[config.mk]
export PLATFORM = sky130hd
export DESIGN_NAME = uart_slot_master_flat
export DESIGN_NICKNAME = d
export VERILOG_FILES = /design/src/rtl/uart_slot_master_if.sv /design/src/rtl/uart_slot_master.sv /design/src/flat_wrapper.sv
export SDC_FILE = /design/constraint.sdc
export NUM_CORES = 1
export LEC_CHECK = 0
export ABC_AREA = 1
export ABC_CLOCK_PERIOD_IN_PS = 1580
export BUFFER_PORTS_ARGS = -buffer_cell sky130_fd_sc_hd__buf_2
export CAP_MARGIN = 40
export CORE_ASPECT_RATIO = 0.75
export CORE_MARGIN = 8
export CORE_UTILIZATION = 35
export CTS_CLUSTER_DIAMETER = 200
export DETAILED_ROUTE_END_ITERATION = 6
export GPL_ROUTABILITY_DRIVEN = 0
export GPL_TIMING_DRIVEN = 0
export PLACE_DENSITY_LB_ADDON = 0.2
export SLEW_MARGIN = 20
export SYNTH_ARGS = -nofsm -noshare
export SYNTH_HDL_FRONTEND = slang
export SYNTH_SLANG_ARGS = --single-unit
[constraint.sdc]
create_clock -name clk -period 1.58 [get_ports clk]
set_clock_uncertainty 0.15 [all_clocks]
set_input_delay 0 -clock clk [delete_from_list [all_inputs] [get_ports clk]]
set_output_delay 0 -clock clk [all_outputs]
set_load 0.1 [all_outputs]
[src/rtl/uart_slot_master_if.sv]
// ============================================================================
//  Module      : uart_slot_master_if
//  Description : Slot register bus plus local tx/rx byte streams and baud
//                reprogramming controls of the UART slot master.
//  Revision    : 1.0 - initial release
// ============================================================================
`default_nettype none

interface uart_slot_master_if;
  logic        cs;
  logic        read;
  logic        write;
  logic [4:0]  addr;
  logic [31:0] wr_data;
  logic [31:0] rd_data;
  logic        tx_valid;
  logic [7:0]  tx_byte;
  logic        tx_ready;
  logic        rx_valid;
  logic [7:0]  rx_byte;
  logic        rx_ready;
  logic        baud_load;
  logic [13:0] baud_dvsr;
  logic        init_done;

  modport master (
    output cs, read, write, addr, wr_data, tx_ready, rx_valid, rx_byte, init_done,
    input  rd_data, tx_valid, tx_byte, rx_ready, baud_load, baud_dvsr
  );

  modport slave (
    input  cs, read, write, addr, wr_data, tx_ready, rx_valid, rx_byte, init_done,
    output rd_data, tx_valid, tx_byte, rx_ready, baud_load, baud_dvsr
  );
endinterface

`default_nettype wire

[src/rtl/uart_slot_master.sv]
// ============================================================================
//  Module      : uart_slot_master
//  Description : Bus initiator for a UART slot: boot baud write, status poll,
//                rx pops and tx pushes behind valid/ready byte streams.
//  Revision    : 1.0 - initial release
// ============================================================================
`default_nettype none

module uart_slot_master #(
  parameter logic [13:0] BAUD_DVSR = 14'd325,
  parameter int unsigned POLL_GAP  = 0
) (
  input  wire logic            clk,
  input  wire logic            reset,
  uart_slot_master_if.master   bus
);

  localparam logic [2:0] S_BOOT    = 3'd0;
  localparam logic [2:0] S_INIT    = 3'd1;
  localparam logic [2:0] S_POLL    = 3'd2;
  localparam logic [2:0] S_BAUD_WR = 3'd3;
  localparam logic [2:0] S_RX_POP  = 3'd4;
  localparam logic [2:0] S_TX_WR   = 3'd5;
  localparam logic [2:0] S_GAP     = 3'd6;

  localparam logic [7:0] c_GAP_CYC  = 8'(POLL_GAP);
  localparam logic [7:0] c_GAP_LAST = c_GAP_CYC - 8'd1;
  localparam logic [2:0] c_IDLE_NXT = (POLL_GAP == 0) ? S_POLL : S_GAP;

  localparam logic [4:0] c_A_STAT = 5'd0;
  localparam logic [4:0] c_A_BAUD = 5'd1;
  localparam logic [4:0] c_A_TX   = 5'd2;
  localparam logic [4:0] c_A_POP  = 5'd3;

  logic [2:0]  r_state;
  logic [7:0]  r_gap_cnt;
  logic [7:0]  r_tx_hold;
  logic        r_tx_hold_valid;
  logic [7:0]  r_rx_byte;
  logic        r_rx_valid;
  logic [13:0] r_dvsr;
  logic        r_baud_pend;
  logic        r_init_done;

  logic [2:0]  w_next_state;
  logic        w_rx_empty;
  logic        w_tx_full;
  logic        w_pop;
  logic        w_tx_go;

  assign w_rx_empty = bus.rd_data[9];
  assign w_tx_full  = bus.rd_data[10];
  assign w_pop      = (r_state == S_POLL) && !r_baud_pend && !w_rx_empty && !r_rx_valid;
  assign w_tx_go    = r_tx_hold_valid && !w_tx_full;

  always_comb begin
    w_next_state = r_state;
    case (r_state)
      S_BOOT:    w_next_state = S_INIT;
      S_INIT,
      S_BAUD_WR,
      S_RX_POP,
      S_TX_WR:   w_next_state = c_IDLE_NXT;
      S_POLL: begin
        // Priority: baud reprogram, then rx pop, then tx push.
        if (r_baud_pend)  w_next_state = S_BAUD_WR;
        else if (w_pop)   w_next_state = S_RX_POP;
        else if (w_tx_go) w_next_state = S_TX_WR;
        else              w_next_state = c_IDLE_NXT;
      end
      S_GAP:     if (r_gap_cnt == 8'd0) w_next_state = S_POLL;
      default:   w_next_state = S_BOOT;
    endcase
  end

  // Bus strobes are decoded straight from the state so reset idles them at once.
  always_comb begin
    bus.cs      = 1'b0;
    bus.read    = 1'b0;
    bus.write   = 1'b0;
    bus.addr    = c_A_STAT;
    bus.wr_data = 32'd0;
    case (r_state)
      S_INIT: begin
        bus.cs      = 1'b1;
        bus.write   = 1'b1;
        bus.addr    = c_A_BAUD;
        bus.wr_data = {18'd0, BAUD_DVSR};
      end
      S_POLL: begin
        bus.cs      = 1'b1;
        bus.read    = 1'b1;
      end
      S_BAUD_WR: begin
        bus.cs      = 1'b1;
        bus.write   = 1'b1;
        bus.addr    = c_A_BAUD;
        bus.wr_data = {18'd0, r_dvsr};
      end
      S_RX_POP: begin
        bus.cs      = 1'b1;
        bus.write   = 1'b1;
        bus.addr    = c_A_POP;
      end
      S_TX_WR: begin
        bus.cs      = 1'b1;
        bus.write   = 1'b1;
        bus.addr    = c_A_TX;
        bus.wr_data = {24'd0, r_tx_hold};
      end
      default: ;
    endcase
  end

  always_ff @(posedge clk or negedge reset) begin
    if (!reset) begin
      r_state         <= S_BOOT;
      r_gap_cnt       <= 8'd0;
      r_tx_hold       <= 8'd0;
      r_tx_hold_valid <= 1'b0;
      r_rx_byte       <= 8'd0;
      r_rx_valid      <= 1'b0;
      r_dvsr          <= 14'd0;
      r_baud_pend     <= 1'b0;
      r_init_done     <= 1'b0;
    end else begin
      r_state <= w_next_state;

      if (w_next_state == S_GAP && r_state != S_GAP)
        r_gap_cnt <= c_GAP_LAST;
      else if (r_state == S_GAP)
        r_gap_cnt <= r_gap_cnt - 8'd1;

      if (r_state == S_INIT)
        r_init_done <= 1'b1;

      if (r_state == S_TX_WR) begin
        r_tx_hold_valid <= 1'b0;
      end else if (bus.tx_valid && !r_tx_hold_valid) begin
        r_tx_hold       <= bus.tx_byte;
        r_tx_hold_valid <= 1'b1;
      end

      if (w_pop) begin
        r_rx_byte  <= bus.rd_data[7:0];
        r_rx_valid <= 1'b1;
      end else if (r_rx_valid && bus.rx_ready) begin
        r_rx_valid <= 1'b0;
      end

      // A load arriving during BAUD_WR keeps the request pending for another write.
      if (bus.baud_load) begin
        r_dvsr      <= bus.baud_dvsr;
        r_baud_pend <= 1'b1;
      end else if (r_state == S_BAUD_WR) begin
        r_baud_pend <= 1'b0;
      end
    end
  end

  assign bus.tx_ready  = !r_tx_hold_valid;
  assign bus.rx_valid  = r_rx_valid;
  assign bus.rx_byte   = r_rx_byte;
  assign bus.init_done = r_init_done;

endmodule

`default_nettype wire

[src/flat_wrapper.sv]
// flat-port wrapper written by rule: the top's interface ports become plain ports
module uart_slot_master_flat 
#(
  parameter logic [13:0] BAUD_DVSR = 14'd325,
  parameter int unsigned POLL_GAP  = 0
)
  (clk, reset, bus_cs, bus_read, bus_write, bus_addr, bus_wr_data, bus_tx_ready, bus_rx_valid, bus_rx_byte, bus_init_done, bus_rd_data, bus_tx_valid, bus_tx_byte, bus_rx_ready, bus_baud_load, bus_baud_dvsr);
  uart_slot_master_if bus_i ();
  input  wire logic clk;
  input  wire logic reset;
  output wire logic [$bits(bus_i.cs)-1:0] bus_cs;
  output wire logic [$bits(bus_i.read)-1:0] bus_read;
  output wire logic [$bits(bus_i.write)-1:0] bus_write;
  output wire logic [$bits(bus_i.addr)-1:0] bus_addr;
  output wire logic [$bits(bus_i.wr_data)-1:0] bus_wr_data;
  output wire logic [$bits(bus_i.tx_ready)-1:0] bus_tx_ready;
  output wire logic [$bits(bus_i.rx_valid)-1:0] bus_rx_valid;
  output wire logic [$bits(bus_i.rx_byte)-1:0] bus_rx_byte;
  output wire logic [$bits(bus_i.init_done)-1:0] bus_init_done;
  input wire logic [$bits(bus_i.rd_data)-1:0] bus_rd_data;
  input wire logic [$bits(bus_i.tx_valid)-1:0] bus_tx_valid;
  input wire logic [$bits(bus_i.tx_byte)-1:0] bus_tx_byte;
  input wire logic [$bits(bus_i.rx_ready)-1:0] bus_rx_ready;
  input wire logic [$bits(bus_i.baud_load)-1:0] bus_baud_load;
  input wire logic [$bits(bus_i.baud_dvsr)-1:0] bus_baud_dvsr;
  assign bus_cs = bus_i.cs;
  assign bus_read = bus_i.read;
  assign bus_write = bus_i.write;
  assign bus_addr = bus_i.addr;
  assign bus_wr_data = bus_i.wr_data;
  assign bus_tx_ready = bus_i.tx_ready;
  assign bus_rx_valid = bus_i.rx_valid;
  assign bus_rx_byte = bus_i.rx_byte;
  assign bus_init_done = bus_i.init_done;
  assign bus_i.rd_data = bus_rd_data;
  assign bus_i.tx_valid = bus_tx_valid;
  assign bus_i.tx_byte = bus_tx_byte;
  assign bus_i.rx_ready = bus_rx_ready;
  assign bus_i.baud_load = bus_baud_load;
  assign bus_i.baud_dvsr = bus_baud_dvsr;
  uart_slot_master #(.BAUD_DVSR(BAUD_DVSR), .POLL_GAP(POLL_GAP)) u_core (.clk(clk), .reset(reset), .bus(bus_i));
endmodule
# After elaboration in Yosys (flattened, before gate mapping)

Index checks and enable logic that the tools add are counted.
Widths: inputs -> output; s select.

Reductions and logical operators: 22
Bitwise gates (word level): 1
Equality and inequality tests: 8
Multiplexer cells: 18
$add $sub $neg: 1

Operators by type and width:

| cell                | number |
|---|---|
| $pmux 14 s3         | 1 |
| $mux 8              | 2 |
| $eq 3x3->1 const B  | 4 |
| $mux 3              | 4 |
| $pmux 3 s4          | 1 |
| $mux 1              | 9 |
| $logic_not 8->1     | 1 |
| $reduce_bool 2->1   | 4 |
| $sub 8x1->8 const B | 1 |
| $logic_and 1x1->1   | 7 |
| $eq 3x2->1 const B  | 2 |
| $pmux 2 s3          | 1 |
| $logic_not 1->1     | 5 |
| $reduce_or 5->1     | 1 |
| $reduce_or 4->1     | 1 |
| $eq 3x1->1 const B  | 1 |
| $logic_not 3->1     | 1 |
| $ne 3x3->1 const B  | 1 |
| $reduce_and 2->1    | 1 |
| $reduce_or 2->1     | 1 |
| $not 1->1           | 1 |

Register bits after elaboration: 45
Output and inout bits: 51
Input port bits: 59

# Depth between registers and ports, before layout

Gate-level depths: netlist of the first run.

Word-level depth: 10
Gate-level depth with buffers: 7
Gate-level depth less buffers: 7

# Worst setup path after synthesis of the first run

OpenSTA, ideal clock, no wires.

Kind: register -> output
From: reg u_core.r_state[1]
To: out bus_addr[0]
Slack: -0.789 ns
Stages on the path, launching flop included: 4
Arrival time: 2.219 ns
Cell sequence: dfrtp_1 buf_4 o21ai_2 o21a_1

Longest elaborated chain between the ends: 3
Elaborated cells between the ends (all ways): 6
Classes of those cells: eq/ne (4); mux (1); reduce/logical (1)

RTL lines:

| item                                            | RTL line                | source |
|---|---|---|
| start: declaration                              | uart_slot_master.sv:35  | `logic [2:0] r_state;` |
| start signal: assignment                        | uart_slot_master.sv:127 | `r_state <= w_next_state;` |
| $eq 3x2->1 / $eq 3x1->1 (equally long branches) | uart_slot_master.sv:83  | `case (r_state)` |
| $reduce_or 2->1 (no line)                       | n/a                     |  |
| $pmux 2 s3 *                                    | uart_slot_master.sv:83  |  |
| end: declaration                                | flat_wrapper.sv:14      | `output wire logic [$bits(bus_i.addr)-1:0] bus_addr;` |

Every way passes the cells marked *; elsewhere a longest branch is shown, timed or not.

# Final worst setup path of the first run

From: reg u_core.r_state[1]
To: out bus_wr_data[6]

Longest elaborated chain between the ends: 2
Elaborated cells between the ends (all ways): 4
Classes of those cells: eq/ne (3); mux (1)

RTL lines:

| item                               | RTL line               | source |
|---|---|---|
| $eq 3x3->1 (tied with other cells) | uart_slot_master.sv:83 |  |
| $pmux 14 s3 *                      | uart_slot_master.sv:83 |  |
| end: declaration                   | flat_wrapper.sv:15     | `output wire logic [$bits(bus_i.wr_data)-1:0] bus_wr_data;` |

Marked as above.

==> results.yml, run 1 <==
run_status:
  outcome: "finished with violations"
  violations: "negative setup slack"
power:
  fin_total_pwr_uw: 7870
  leakagePower_uw: 0.00195
  worst_ir_drop_vdd_v: 0.00105
  powerDensity_nw_per_um2: 2050
cts:
  clk_path_buf_depth: 2
  cts_tree: "built"
  clkTransAtPathRegs_ns: 0.09
  numClockSinks: 45
  cts_made_buffers: 5
  clk_latency_ns: 0.30
  cts.htree.levels: 2
  cts-root-buf: "clkbuf_8"
synthesis:
  ys_ff_latch: 45
  synth-edff-count: 0
  synthCells: 268
  synthArstFlopShare: 1.00
  avgSynthCellArea_um2: 8.43
  synth_ff_type: "dfrtp_1"
  ys_warn_count: 0
  synth.distinct_cells: 29
  synth_area_um2: 2260
  synth_seq_area_share: 0.498
setup_path:
  slowest_delay_ns: 0.39
  crit_path_top_delay_cell: "dfrtp_1"
  cp_top_family: "buffers and inverters"
  cp_max_fo: 8
  cp_data_arrival_time_ns: 1.55
  critPathMostFrequentCell: "buf_6"
  start_kind: "flop"
  crit_type: "flop to primary output"
  path_buf_inv: 3
  cp-end-kind: "primary output"
  path_cells: "buf_6 -> nor2_4 -> nand2_4 -> inv_6 -> nand2_2 -> o211ai_1 -> buf_6"
  crit_required_ns: 1.43
die:
  design.core.area_um2: 6290
  die-area_um2: 9310
  start_util: 0.359
  io_pins: 110
  rows: 25
  die_y_um: 85.6
  die_x_um: 109
placed_design:
  port_buffers: 65
  post_dp_cell_area_um2: 2820
  hpwl_um: 4230
  pre_cts_ws_ns: -0.101
detailed_routing:
  viasPerCell: 4.32
  wl_um: 6590
  drt_iter0_markers: 96
  wire_per_inst_um: 13.2
  drc_errors: 0
  num_vias: 2162
  ant_nets: 0
  dr.pass1.iters: 4
global_routing:
  grt_pass1_wl_um: 10700
  overflow: 0
  grt_use_total: 0.142
  antenna_found_initial: 0
  grt_pass1_vias: 2224
  grt_max_degree: 31
worst_hold_path:
  hp-class: "primary input to asynchronous set/reset pin"
timing:
  hold_viol: 0
  hold-worst-slack_ns: 0.000531
  rsz0062_at_grt: "true"
  setup_tns_ns: -1.21
  finalMaxSlewViolations: 0
  fin_crit_ns: 1.70
  period_share: 1.07
  setup_slack_ns: -0.117
  setup_viol: 14
  fmaxAchievable_mhz: 589
job:
  maxCapViolCount: 0
cells_and_area:
  antennaDiodeCount: 0
  fin_nets: 478
  area_growth_pct: 70.2
  stdcell_area_um2: 3840
  fill_cells: 524
  final_common_cell: "nand2_1"
  layout_common_cells: "61 x nand2_1, 47 x buf_2, 45 x dlygate4sd3_1"
  layout-drive-gt1-share: 0.356
cells in the mapped netlist (all sizes together), types with 2 or more instances:
cell,instances,share of area
a21oi,2,0.0044
buf,26,0.086
clkbuf,2,0.0033
dfrtp,45,0.50
inv,39,0.065
nand2,70,0.12
nand3,14,0.037
nand4,3,0.0083
nor2,18,0.039
o211ai,4,0.013
o21a,2,0.0066
o21ai,33,0.085
xnor2,3,0.012
report_power, final:
| part | internal, uW | switching (uW) |
|---|---|---|
| registers | 1520 | 260 |
| logic | 1600 | 3730 |
| clock network | 355 | 397 |
layout make-up:
class	count	area (um2)	area share
plain buffers	28	224	0.0582
repair buffers	122	1140	0.296
inverters	39	160	0.0417
flip-flops and latches	45	1130	0.294
repair inverters	1	3.75	0.000976
well taps	81	101	0.0264
multi-input cells	176	992	0.258
clock inverters	2	13.8	0.00358
clock buffers	6	82.6	0.0215
cells by family (layout without fill, tap and decap cells):
family / Yosys count / after routing / synth area share
AND/OR/NAND/NOR: 107 / 107 / 0.210
buffers and inverters: 67 / 198 / 0.154
flip-flops: 45 / 45 / 0.498
AO/OA/AOI/OAI: 43 / 43 / 0.115
XOR/XNOR: 4 / 4 / 0.0155
adder cells (fa/ha/maj): 1 / 1 / 0.00554
other: 1 / 21 / 0.00166
sequential cells by signal, indices dropped and copies added (netlist names):
name                    count
u_core.bus.rx_valid         1
u_core.bus.init_done        1
u_core.r_baud_pend          1
u_core.r_dvsr              14
u_core.r_state              3
u_core.bus.rx_byte          8
u_core.r_tx_hold_valid      1
u_core.r_gap_cnt            8
u_core.r_tx_hold            8
per-layer routing:
layer,vias to the layer above,global-route usage,wire length [um]
met5,-,0,0
met4,0,0.0235,29
met3,7,0.0554,561
met2,65,0.235,3190
met1,992,0.174,2800
li1,1098,-,-
final timing paths:
check,startpoint,to,slack (ns),cells past startpoint
max,u_core.r_state[1],bus_wr_data[6],-0.12,7
min,reset,u_core.bus.rx_valid,0.0005,2
max reg2reg,u_core.r_state[1],u_core.r_tx_hold[6],0.10,7
min reg2reg,u_core.bus.rx_byte[0],u_core.bus.rx_byte[0],0.32,2
max in group asynchronous,reset,u_core.r_state[0],0.77,3
min in group clk,bus_baud_load,u_core.r_dvsr[12],0.02,2
worst register-to-register path, stage by stage (launching register included):
cell and delay, ns:
dfrtp_1 0.39, buf_6 0.14, nor2_4 0.14, nand2_4 0.09
buf_4 0.15, nand3_4 0.10, buf_6 0.16, o21ai_1 0.07
repair_timing:
action / in CTS / in global routing
endpoints found under the setup margin: 19 / 27
cloned: 1 / 1
pin swaps: 3 / 3
endpoints found under the hold margin: 78 / 0
hold buffers: 45 / 0
gates resized for setup: 83 / 14
setup buffers: 4 / 6
through the flow:
stage / instances / util
3_3_place_gp: 434 / 0.446
6_report: 500 / 0.612
3_5_place_dp: 435 / 0.449
2_1_floorplan: 288 / -
5_1_grt: 500 / 0.612
4_1_cts: 493 / 0.591
No activity file was read; power rests on OpenSTA's default activity.
==> inputs of run 2 (changes only) <==
CORE_ASPECT_RATIO = unset   (was 0.75)
CORE_UTILIZATION = 25   (was 35)
GPL_ROUTABILITY_DRIVEN = 1   (was 0)
==> results.yml, run 2 (same netlist as run 1, synthesis figures left out) <==
run_status:
  outcome: "finished with violations"
  violations: "negative hold slack, negative setup slack"
detailed_routing:
  num_vias: 2173
  viasPerCell: 4.12
  drc_errors: 0
  ant_nets: 0
  dr.pass1.iters: 4
  wl_um: 6920
  drt_iter0_markers: 75
  wire_per_inst_um: 13.1
cts:
  cts.htree.levels: 2
  cts-root-buf: "clkbuf_8"
  clkTransAtPathRegs_ns: 0.09
  numClockSinks: 45
  clk_path_buf_depth: 2
  cts_tree: "built"
  clk_latency_ns: 0.30
  cts_made_buffers: 5
cells_and_area:
  stdcell_area_um2: 3910
  fin_nets: 478
  area_growth_pct: 73.0
  antennaDiodeCount: 0
  fin_util: 0.446
  largest_reg_flops: 14
  layout_common_cells: "62 x nand2_1, 47 x buf_2, 42 x dlygate4sd3_1, 42 x dfrtp_1, 32 x inv_1"
  regMostFlops: "u_core.r_dvsr"
  final_common_cell: "nand2_1"
  layout-drive-gt1-share: 0.363
  fill_cells: 857
die:
  die-area_um2: 12300
  die_y_um: 111
  die_x_um: 111
  design.core.area_um2: 8760
  io_pins: 110
  start_util: 0.258
  rows: 34
timing:
  hold_viol: 1
  fmaxAchievable_mhz: 587
  rsz0062_at_grt: "true"
  hold-worst-slack_ns: -0.0135
  setup_viol: 14
  fin_crit_ns: 1.70
  finalMaxSlewViolations: 0
  period_share: 1.08
  setup_slack_ns: -0.122
  tightest_slew_ns: 0.547
  max_slew_margin: 0.636
global_routing:
  antenna_found_initial: 0
  grt_max_degree: 25
  overflow: 0
  grt_pass1_wl_um: 11400
  grt_use_total: 0.111
  grt_pass1_vias: 2350
power:
  leakagePower_uw: 0.00197
  powerDensity_nw_per_um2: 2080
  worst_ir_drop_vdd_v: 0.00142
  fin_total_pwr_uw: 8140
setup_path:
  crit_type: "flop to primary output"
  cp_max_fo: 7
  crit_required_ns: 1.43
  path_buf_inv: 3
  cp_data_arrival_time_ns: 1.55
  slowest_delay_ns: 0.38
  path_cells: "buf_6 -> nor2_4 -> nand2_4 -> inv_6 -> nand2_1 -> o211ai_1 -> buf_6"
  crit_path_top_delay_cell: "dfrtp_1"
  start_kind: "flop"
  cp_top_family: "buffers and inverters"
  critPathMostFrequentCell: "buf_6"
  ff2ff_setup_slack_ns: 0.05
  cp-end-kind: "primary output"
worst_hold_path:
  hp-class: "primary input to flop"
job:
  maxCapViolCount: 0
placed_design:
  port_buffers: 65
  post_dp_cell_area_um2: 2860
  gp_routability_congestion: 0.752
  hpwl_um: 4630
[run 2: final cells by class]
type	count	area [um2]	share of cell area
Sequential cell	45	1130	0.289
Inverter	39	158	0.0403
Multi-Input combinational cell	177	996	0.255
Tap cell	108	135	0.0346
Clock inverter	3	65.1	0.0166
Timing Repair inverter	1	3.75	0.000960
Buffer	28	228	0.0583
Clock buffer	5	68.8	0.0176
Timing Repair Buffer	121	1120	0.288
[run 2: what timing repair did]
action,4_1_cts,5_1_grt
buffers inserted,5,7
pin swaps,3,3
hold buffers,42,0
setup endpoints to repair,19,28
endpoints found under the hold margin,78,0
resized for setup,81,16
cloned,1,2
[run 2: where the power goes]
| part | leakage (uW) | switching, uW | total [uW] | internal [uW] |
|---|---|---|---|---|
| registers | 0.000549 | 255 | 1780 | 1520 |
| clock network | 0.0000681 | 424 | 1050 | 629 |
| logic | 0.00136 | 3740 | 5310 | 1580 |
| total | 0.00197 | 4420 | 8140 | 3730 |
[run 2: worst min-delay path: cells and delay by family]
family / cells / cell delay (ns)
AO/OA/AOI/OAI: 1 / 0.10
buffers and inverters: 1 / 0.09
AND/OR/NAND/NOR: 3 / 0.19
[run 2: routing by layer]
metal  vias up  track usage  share of wire  routed length (um)
met2        62        0.186           0.48                3330
met5         -            0              0                   0
met3         5       0.0384          0.065                 451
met4         0       0.0213         0.0049                  34
met1      1014        0.134           0.45                3100
li1       1092            -              -                   -
[run 2: worst paths after layout]
kind,cells after the start,from,to
max in group asynchronous,3,reset,u_core.bus.rx_valid
worst max register to register,8,u_core.r_state[1],u_core.r_tx_hold[0]
min in group asynchronous,2,reset,u_core.r_gap_cnt[3]
worst min register to register,2,u_core.bus.init_done,u_core.bus.init_done
worst max-delay path,7,u_core.r_state[1],bus_wr_data[2]
worst min-delay path,5,bus_rd_data[9],u_core.r_state[0]
[run 2: per-stage QoR]
stage | std cells | setup slack, ns | TNS (ns)
3_5_place_dp | 462 | -0.0954 | -0.889
5_1_grt | 527 | -0.191 | -2.15
3_3_place_gp | 461 | -0.120 | -1.03
2_1_floorplan | 288 | -0.709 | -8.43
4_1_cts | 518 | -0.155 | -1.06
6_report | 527 | -0.122 | -0.996
